===== src/rtl/ps2_controller_if.sv =====
// Byte handshake between the PS/2 front end and the serial-controller emulation.
// The front end (master) offers a byte with ready; the consumer acks via sending.
interface ps2_controller_if;
  logic [7:0] ps2_data;
  logic       ps2_ready;
  logic       ps2_sending;

  modport master (output ps2_data, output ps2_ready, input ps2_sending);
  modport slave  (input ps2_data, input ps2_ready, output ps2_sending);
endinterface


===== src/rtl/ps2_controller.sv =====
// PS/2 keyboard receiver and scan-code-set-2 translator producing the Gigatron input byte.
// Pipeline: sync -> frame sample -> decode -> holding register with ready/ack handshake.
module ps2_controller (
  input  logic        clk,
  input  logic        rst,
  input  logic [2:0]  dbg_sel,
  output logic [15:0] dbg,
  input  logic        PS2_CLK,
  input  logic        PS2_DAT,
  ps2_controller_if.master host
);

  typedef enum logic [1:0] {HS_IDLE, HS_HELD, HS_SEND} hs_state_e;

  logic [1:0]  clk_sync, dat_sync;
  logic        clk_prev;
  logic        fall, dat;
  logic [3:0]  bit_cnt;
  logic [9:0]  shreg;
  logic [16:0] to_cnt;
  logic        frame_ok;
  logic        frm_vld;
  logic [7:0]  frm_code, last_code, frm_cnt, err_cnt;
  logic        brk, ext, shift;
  logic        map_hit;
  logic [15:0] map_pair;
  logic [7:0]  map_byte;
  logic        xlat_vld;
  logic [7:0]  xlat_byte;
  hs_state_e   hs_state, hs_state_n;
  logic [7:0]  data_q, data_n;

  // Sync stages reset to the idle-high line level so reset never fakes a falling edge.
  // NOTE: sequential state is assigned with <= only, so every flop sees pre-edge values.
  always_ff @(posedge clk) begin
    if (rst) begin
      clk_sync <= 2'b11;
      dat_sync <= 2'b11;
      clk_prev <= 1'b1;
    end else begin
      clk_sync <= {clk_sync[0], PS2_CLK};
      dat_sync <= {dat_sync[0], PS2_DAT};
      clk_prev <= clk_sync[1];
    end
  end

  assign fall = clk_prev & ~clk_sync[1];
  assign dat  = dat_sync[1];

  // shreg holds {parity, data[7:0], start} once ten bits are in; dat is the stop bit.
  assign frame_ok = ~shreg[0] & dat & (^shreg[9:1]);

  always_ff @(posedge clk) begin
    if (rst) begin
      bit_cnt   <= 4'd0;
      shreg     <= 10'd0;
      to_cnt    <= 17'd0;
      frm_vld   <= 1'b0;
      frm_code  <= 8'h00;
      last_code <= 8'h00;
      frm_cnt   <= 8'h00;
      err_cnt   <= 8'h00;
    end else begin
      frm_vld <= 1'b0;
      if (fall) begin
        to_cnt <= 17'd0;
        shreg  <= {dat, shreg[9:1]};
        if (bit_cnt == 4'd10) begin
          bit_cnt <= 4'd0;
          if (frame_ok) begin
            frm_vld   <= 1'b1;
            frm_code  <= shreg[8:1];
            last_code <= shreg[8:1];
            frm_cnt   <= frm_cnt + 8'd1;
          end else begin
            err_cnt <= err_cnt + 8'd1;
          end
        end else begin
          bit_cnt <= bit_cnt + 4'd1;
        end
      end else if (bit_cnt != 4'd0) begin
        if (to_cnt == '1) begin
          bit_cnt <= 4'd0;
          to_cnt  <= 17'd0;
        end else begin
          to_cnt <= to_cnt + 17'd1;
        end
      end else begin
        to_cnt <= 17'd0;
      end
    end
  end

  // map_pair = {unshifted, shifted} US-layout bytes for the current code.
  // NOTE: defaults come first so every path assigns every signal and no latch is inferred.
  always_comb begin
    map_hit  = 1'b1;
    map_pair = 16'h0000;
    if (ext) begin
      case (frm_code)
        8'h75: map_pair = 16'hF7F7;
        8'h72: map_pair = 16'hFBFB;
        8'h6B: map_pair = 16'hFDFD;
        8'h74: map_pair = 16'hFEFE;
        default: map_hit = 1'b0;
      endcase
    end else begin
      case (frm_code)
        8'h1C: map_pair = 16'h6141;  8'h32: map_pair = 16'h6242;
        8'h21: map_pair = 16'h6343;  8'h23: map_pair = 16'h6444;
        8'h24: map_pair = 16'h6545;  8'h2B: map_pair = 16'h6646;
        8'h34: map_pair = 16'h6747;  8'h33: map_pair = 16'h6848;
        8'h43: map_pair = 16'h6949;  8'h3B: map_pair = 16'h6A4A;
        8'h42: map_pair = 16'h6B4B;  8'h4B: map_pair = 16'h6C4C;
        8'h3A: map_pair = 16'h6D4D;  8'h31: map_pair = 16'h6E4E;
        8'h44: map_pair = 16'h6F4F;  8'h4D: map_pair = 16'h7050;
        8'h15: map_pair = 16'h7151;  8'h2D: map_pair = 16'h7252;
        8'h1B: map_pair = 16'h7353;  8'h2C: map_pair = 16'h7454;
        8'h3C: map_pair = 16'h7555;  8'h2A: map_pair = 16'h7656;
        8'h1D: map_pair = 16'h7757;  8'h22: map_pair = 16'h7858;
        8'h35: map_pair = 16'h7959;  8'h1A: map_pair = 16'h7A5A;
        8'h16: map_pair = 16'h3121;  8'h1E: map_pair = 16'h3240;
        8'h26: map_pair = 16'h3323;  8'h25: map_pair = 16'h3424;
        8'h2E: map_pair = 16'h3525;  8'h36: map_pair = 16'h365E;
        8'h3D: map_pair = 16'h3726;  8'h3E: map_pair = 16'h382A;
        8'h46: map_pair = 16'h3928;  8'h45: map_pair = 16'h3029;
        8'h0E: map_pair = 16'h607E;  8'h4E: map_pair = 16'h2D5F;
        8'h55: map_pair = 16'h3D2B;  8'h54: map_pair = 16'h5B7B;
        8'h5B: map_pair = 16'h5D7D;  8'h5D: map_pair = 16'h5C7C;
        8'h4C: map_pair = 16'h3B3A;  8'h52: map_pair = 16'h2722;
        8'h41: map_pair = 16'h2C3C;  8'h49: map_pair = 16'h2E3E;
        8'h4A: map_pair = 16'h2F3F;
        8'h29: map_pair = 16'h2020;  8'h5A: map_pair = 16'h0A0A;
        8'h66: map_pair = 16'h7F7F;  8'h0D: map_pair = 16'h0909;
        8'h76: map_pair = 16'h1B1B;
        default: map_hit = 1'b0;
      endcase
    end
  end

  assign map_byte = shift ? map_pair[7:0] : map_pair[15:8];

  // Prefix bytes arm brk/ext; every other code consumes them.
  always_ff @(posedge clk) begin
    if (rst) begin
      brk       <= 1'b0;
      ext       <= 1'b0;
      shift     <= 1'b0;
      xlat_vld  <= 1'b0;
      xlat_byte <= 8'hFF;
    end else begin
      xlat_vld <= 1'b0;
      if (frm_vld) begin
        if (frm_code == 8'hF0) begin
          brk <= 1'b1;
        end else if (frm_code == 8'hE0) begin
          ext <= 1'b1;
        end else begin
          brk <= 1'b0;
          ext <= 1'b0;
          if (frm_code == 8'h12 || frm_code == 8'h59) begin
            shift <= ~brk;
          end else if (!brk && map_hit) begin
            xlat_vld  <= 1'b1;
            xlat_byte <= map_byte;
          end
        end
      end
    end
  end

  always_ff @(posedge clk) begin
    if (rst) begin
      hs_state <= HS_IDLE;
      data_q   <= 8'hFF;
    end else begin
      hs_state <= hs_state_n;
      data_q   <= data_n;
    end
  end

  // A byte arriving while one is held, including on the ack-fall cycle, is dropped.
  always_comb begin
    hs_state_n = hs_state;
    data_n     = data_q;
    case (hs_state)
      HS_IDLE: if (xlat_vld) begin
        hs_state_n = HS_HELD;
        data_n     = xlat_byte;
      end
      HS_HELD: if (host.ps2_sending) hs_state_n = HS_SEND;
      HS_SEND: if (!host.ps2_sending) begin
        hs_state_n = HS_IDLE;
        data_n     = 8'hFF;
      end
      default: hs_state_n = HS_IDLE;
    endcase
  end

  assign host.ps2_data  = data_q;
  assign host.ps2_ready = (hs_state != HS_IDLE);

  always_ff @(posedge clk) begin
    if (rst) begin
      dbg <= 16'h0000;
    end else begin
      case (dbg_sel)
        3'd0:    dbg <= {last_code, data_q};
        3'd1:    dbg <= {frm_cnt, err_cnt};
        3'd2:    dbg <= {12'h000, brk, ext, shift, host.ps2_ready};
        3'd3:    dbg <= {5'h00, bit_cnt, 7'h00};
        default: dbg <= 16'h0000;
      endcase
    end
  end

endmodule


===== src/flat_wrapper.sv =====
// flat-port wrapper written by rule: the top's interface ports become plain ports
module ps2_controller_flat 
  (clk, rst, dbg_sel, dbg, PS2_CLK, PS2_DAT, host_ps2_data, host_ps2_ready, host_ps2_sending);
  ps2_controller_if host_i ();
  input  logic clk;
  input  logic rst;
  input  logic [2:0] dbg_sel;
  output logic [15:0] dbg;
  input  logic PS2_CLK;
  input  logic PS2_DAT;
  output wire logic [$bits(host_i.ps2_data)-1:0] host_ps2_data;
  output wire logic [$bits(host_i.ps2_ready)-1:0] host_ps2_ready;
  input wire logic [$bits(host_i.ps2_sending)-1:0] host_ps2_sending;
  assign host_ps2_data = host_i.ps2_data;
  assign host_ps2_ready = host_i.ps2_ready;
  assign host_i.ps2_sending = host_ps2_sending;
  ps2_controller u_core (.clk(clk), .rst(rst), .dbg_sel(dbg_sel), .dbg(dbg), .PS2_CLK(PS2_CLK), .PS2_DAT(PS2_DAT), .host(host_i));
endmodule

===== config.mk =====
export PLATFORM = sky130hd
export DESIGN_NAME = ps2_controller_flat
export DESIGN_NICKNAME = d
export VERILOG_FILES = /design/src/rtl/ps2_controller_if.sv /design/src/rtl/ps2_controller.sv /design/src/flat_wrapper.sv
export SDC_FILE = /design/constraint.sdc
export NUM_CORES = 1
export LEC_CHECK = 0
export CORE_MARGIN = 4
export CORE_UTILIZATION = 28
export DETAILED_ROUTE_END_ITERATION = 12
export DONT_BUFFER_PORTS = 1
export PLACE_DENSITY = 0.37
export SYNTH_ARGS = -nofsm -noshare
export SYNTH_HDL_FRONTEND = slang
export SYNTH_SLANG_ARGS = --single-unit

===== constraint.sdc =====
create_clock -name clk -period 2.87 [get_ports clk]
set_input_delay 0.861 -clock clk [delete_from_list [all_inputs] [get_ports clk]]
set_output_delay 0.861 -clock clk [all_outputs]
set_load 0.03 [all_outputs]

==> reports/qor.yml <==
areaGrowthSynthToFinish_pct: 15.8
vias: 5096
critPathLaunchType: "register"
yosys.area.top_type: "dfxtp_1"
dieArea_sq_um: 22300
grt_usage_pct: 16.2
ys_types: 76
finalPower_uw: 2640
grt_start_max_net_pins: 75
initial_utilization_pct: 28.6
clkSinkCount: 99
synthCells: 687
synth_top_area_share_pct: 35.4
clkLatencyLatePin_ps: 360
drt_wl_total_mm: 17.7
detail_route.iter0.violations: 418
min-delay-path-class: "register to register"
fill_cells: 2094
status: "finished, final reports clean"
crit_required_ps: 3120
synth_area_leaders: "dfxtp_1, nand2_1, nor2_1"
synth_seq_area_share_pct: 35.4
die_h_um: 149
worstMarginPinSlew_ps: 697
grt_overflow: 0
p_int_uw: 2020
p_switching_uw: 622
fmax_mhz: 371
maxCapViolations: 0
clkPwrFrac_pct: 45.5
switching_share_pct: 23.6
cts-buffers-inserted: 9
grt_pass1_vias: 4987
layout_common_cells: "dfxtp_1, nand2_1, nor2_1, buf_4, a21oi_1"
finalSetupViolCount: 0
path_class: "register to register"
grt_pass1_wl_mm: 28.3
antenna_found_initial: 0
fin_crit_sh_pct: 93.9
fin_crit_ps: 2700
vias_per_cell: 5.23
hold_viol_final: 0
clk_path_buf_depth: 2
htreeDepth: 3
final_common_cell: "dfxtp_1"
async_reset_ff_share_pct: 0
clk_pin_slew_ps: 80
drv_slew: 0
crit_path_max_fanout: 18
p_comb_share_pct: 1.8
p_leak_uw: 0.00227
crit_chain: "buf_12 -> and2_0 -> a22oi_1 -> o211ai_1 -> nor4_4 -> buf_4 -> a211oi_4 -> mux2i_1 -> nand2_1"
cts_hold_buf: 0
ios: 33
syn-cell-area_sq_um: 5600
final_nets: 719
drt.antenna.violating_nets: 0
seqPwrFrac_pct: 52.7
port_buffers: 0
endpoint_kind: "register"
synth_seq_cells: 99
arrival_ps: 2950
wl_per_cell_um: 18.2
drive_gt1_share_pct: 14.2
antenna_cells: 0
slowest_delay_ps: 590
dr.pass1.iters: 6
synth_edf_count: 0
hpwl_mm: 13.5
synthesis.nets: 702
ir_drop_mv: 0.220
syn_avg_cell_area_sq_um: 8.15
clock_skew_ps: 14.8
grt_setup_unrepaired: "yes"
fin_setup_tns_ps: 0
p_per_area_nw_per_um2: 407
die_w_um: 149
drc_errors: 0
cp_slowest_cell: "dfxtp_1"
root_buffer: "clkbuf_16"
synth_flop_cell: "dfxtp_1"
gp_congestion: 0.939
rows: 51
coreArea_sq_um: 19600
max_slew_margin_pct: 53.1
cts_tree: "yes"
ys_warn_count: 0
==> sequential cells by signal, indices dropped and copies added (netlist names), 2 cells and up <==
signal and count:
u_core.to_cnt 17, u_core.dbg 16, u_core.shreg 10, u_core.err_cnt 8, u_core.frm_cnt 8, u_core.frm_code 8
u_core.host.ps2_data 8, u_core.xlat_byte 8, u_core.bit_cnt 4, u_core.clk_sync 2, u_core.dat_sync 2, u_core.hs_state 2
==> metrics by stage <==
| step | cells | setup slack, ps | hold slack (ps) | util [%] | area, sq um |
|---|---|---|---|---|---|
| after global placement | 957 | 102 | 403 | 31.5 | 6170 |
| after global routing | 974 | -3.46 | 437 | 33.1 | 6480 |
| final | 974 | 174 | 420 | 33.1 | 6480 |
| after detailed placement | 957 | 151 | 403 | 31.5 | 6170 |
| after CTS | 973 | 136 | 427 | 33.0 | 6470 |
| after floorplan | 687 | 596 | 389 | - | 5600 |
==> area by class of cell <==
class	count	area [sq um]	share of cell area, %
repair buffers	61	495	7.64
clock buffers	9	225	3.47
clock inverters	7	70.1	1.08
well taps	265	332	5.11
multi-input cells	519	3320	51.3
flip-flops and latches	99	1980	30.6
inverters	14	52.6	0.811
==> cell families after synthesis <==
family / share of synthesized area, %
adders and majority gates: 1.56
DFF: 35.4
xor gates and xnor gates: 5.09
AOI/OAI and AO/OA: 17.8
muxes: 4.54
and+or+nand+nor: 30.2
buffers and inverters: 5.36
==> final timing paths <==
| kind | start | to | slack (ps) | cells after the start |
|---|---|---|---|---|
| setup / recovery | u_core.frm_code[2] | u_core.xlat_byte[6] | 170 | 9 |
| hold / removal | u_core.clk_sync[0] | u_core.clk_sync[1] | 420 | 1 |
| setup reg to reg | u_core.frm_code[2] | u_core.xlat_byte[6] | 170 | 9 |
| hold reg to reg | u_core.clk_sync[0] | u_core.clk_sync[1] | 420 | 1 |
==> cell usage after synthesis, types with 4 or more instances <==
master,number
o22ai_1,13
nand4b_1,4
and3_1,13
nor3_1,14
a32oi_1,6
nor3b_1,11
xnor2_1,14
a21oi_1,48
buf_2,23
or3_1,7
nand2b_1,19
a31oi_1,11
nor4bb_1,4
xor2_1,16
o221ai_1,4
inv_1,14
nor2b_1,18
nand4_1,13
nor4_1,4
nand4bb_1,4
o21ai_0,18
nand3b_1,7
o211ai_1,6
or2_2,6
nand3_1,18
dfxtp_1,99
ha_1,7
mux2i_1,22
nor2_1,68
buf_1,4
clkbuf_1,25
and3b_1,4
nand2_1,73
==> critical path: cells and delay by family, from the launching register on <==
| kind | cells | cell delay [ps] |
|---|---|---|
| buffers and inverters | 2 | 380 |
| AO/OA/AOI/OAI | 3 | 820 |
| AND/OR/NAND/NOR | 3 | 550 |
| multiplexers | 1 | 230 |
| flip-flops | 1 | 590 |
==> routing by layer <==
metal	track usage, %	up-vias	routed length, um
met1	21.5	2460	8170
met2	26.9	106	8540
met4	5.68	0	460
met3	2.48	32	520
li1	-	2498	-
met5	0	-	0
==> power by group through the flow <==
stage               registers [uW]  logic (uW)  clock network [uW]
floorplan                     1420        59.8                   0
global placement              1420        47.8                   0
detailed placement            1420        48.5                   0
CTS                           1390        48.7                1250
global route                  1390        53.9                1310
finish                        1390        47.2                1200
==> what timing repair did <==
| item | 4_1_cts | 5_1_grt |
|---|---|---|
| setup buffers | 0 | 1 |
| endpoints found under the setup margin | 0 | 6 |
| hold endpoints to repair | 0 | 0 |
| gates resized for setup | 0 | 2 |
No activity file was read; power rests on OpenSTA's default activity.
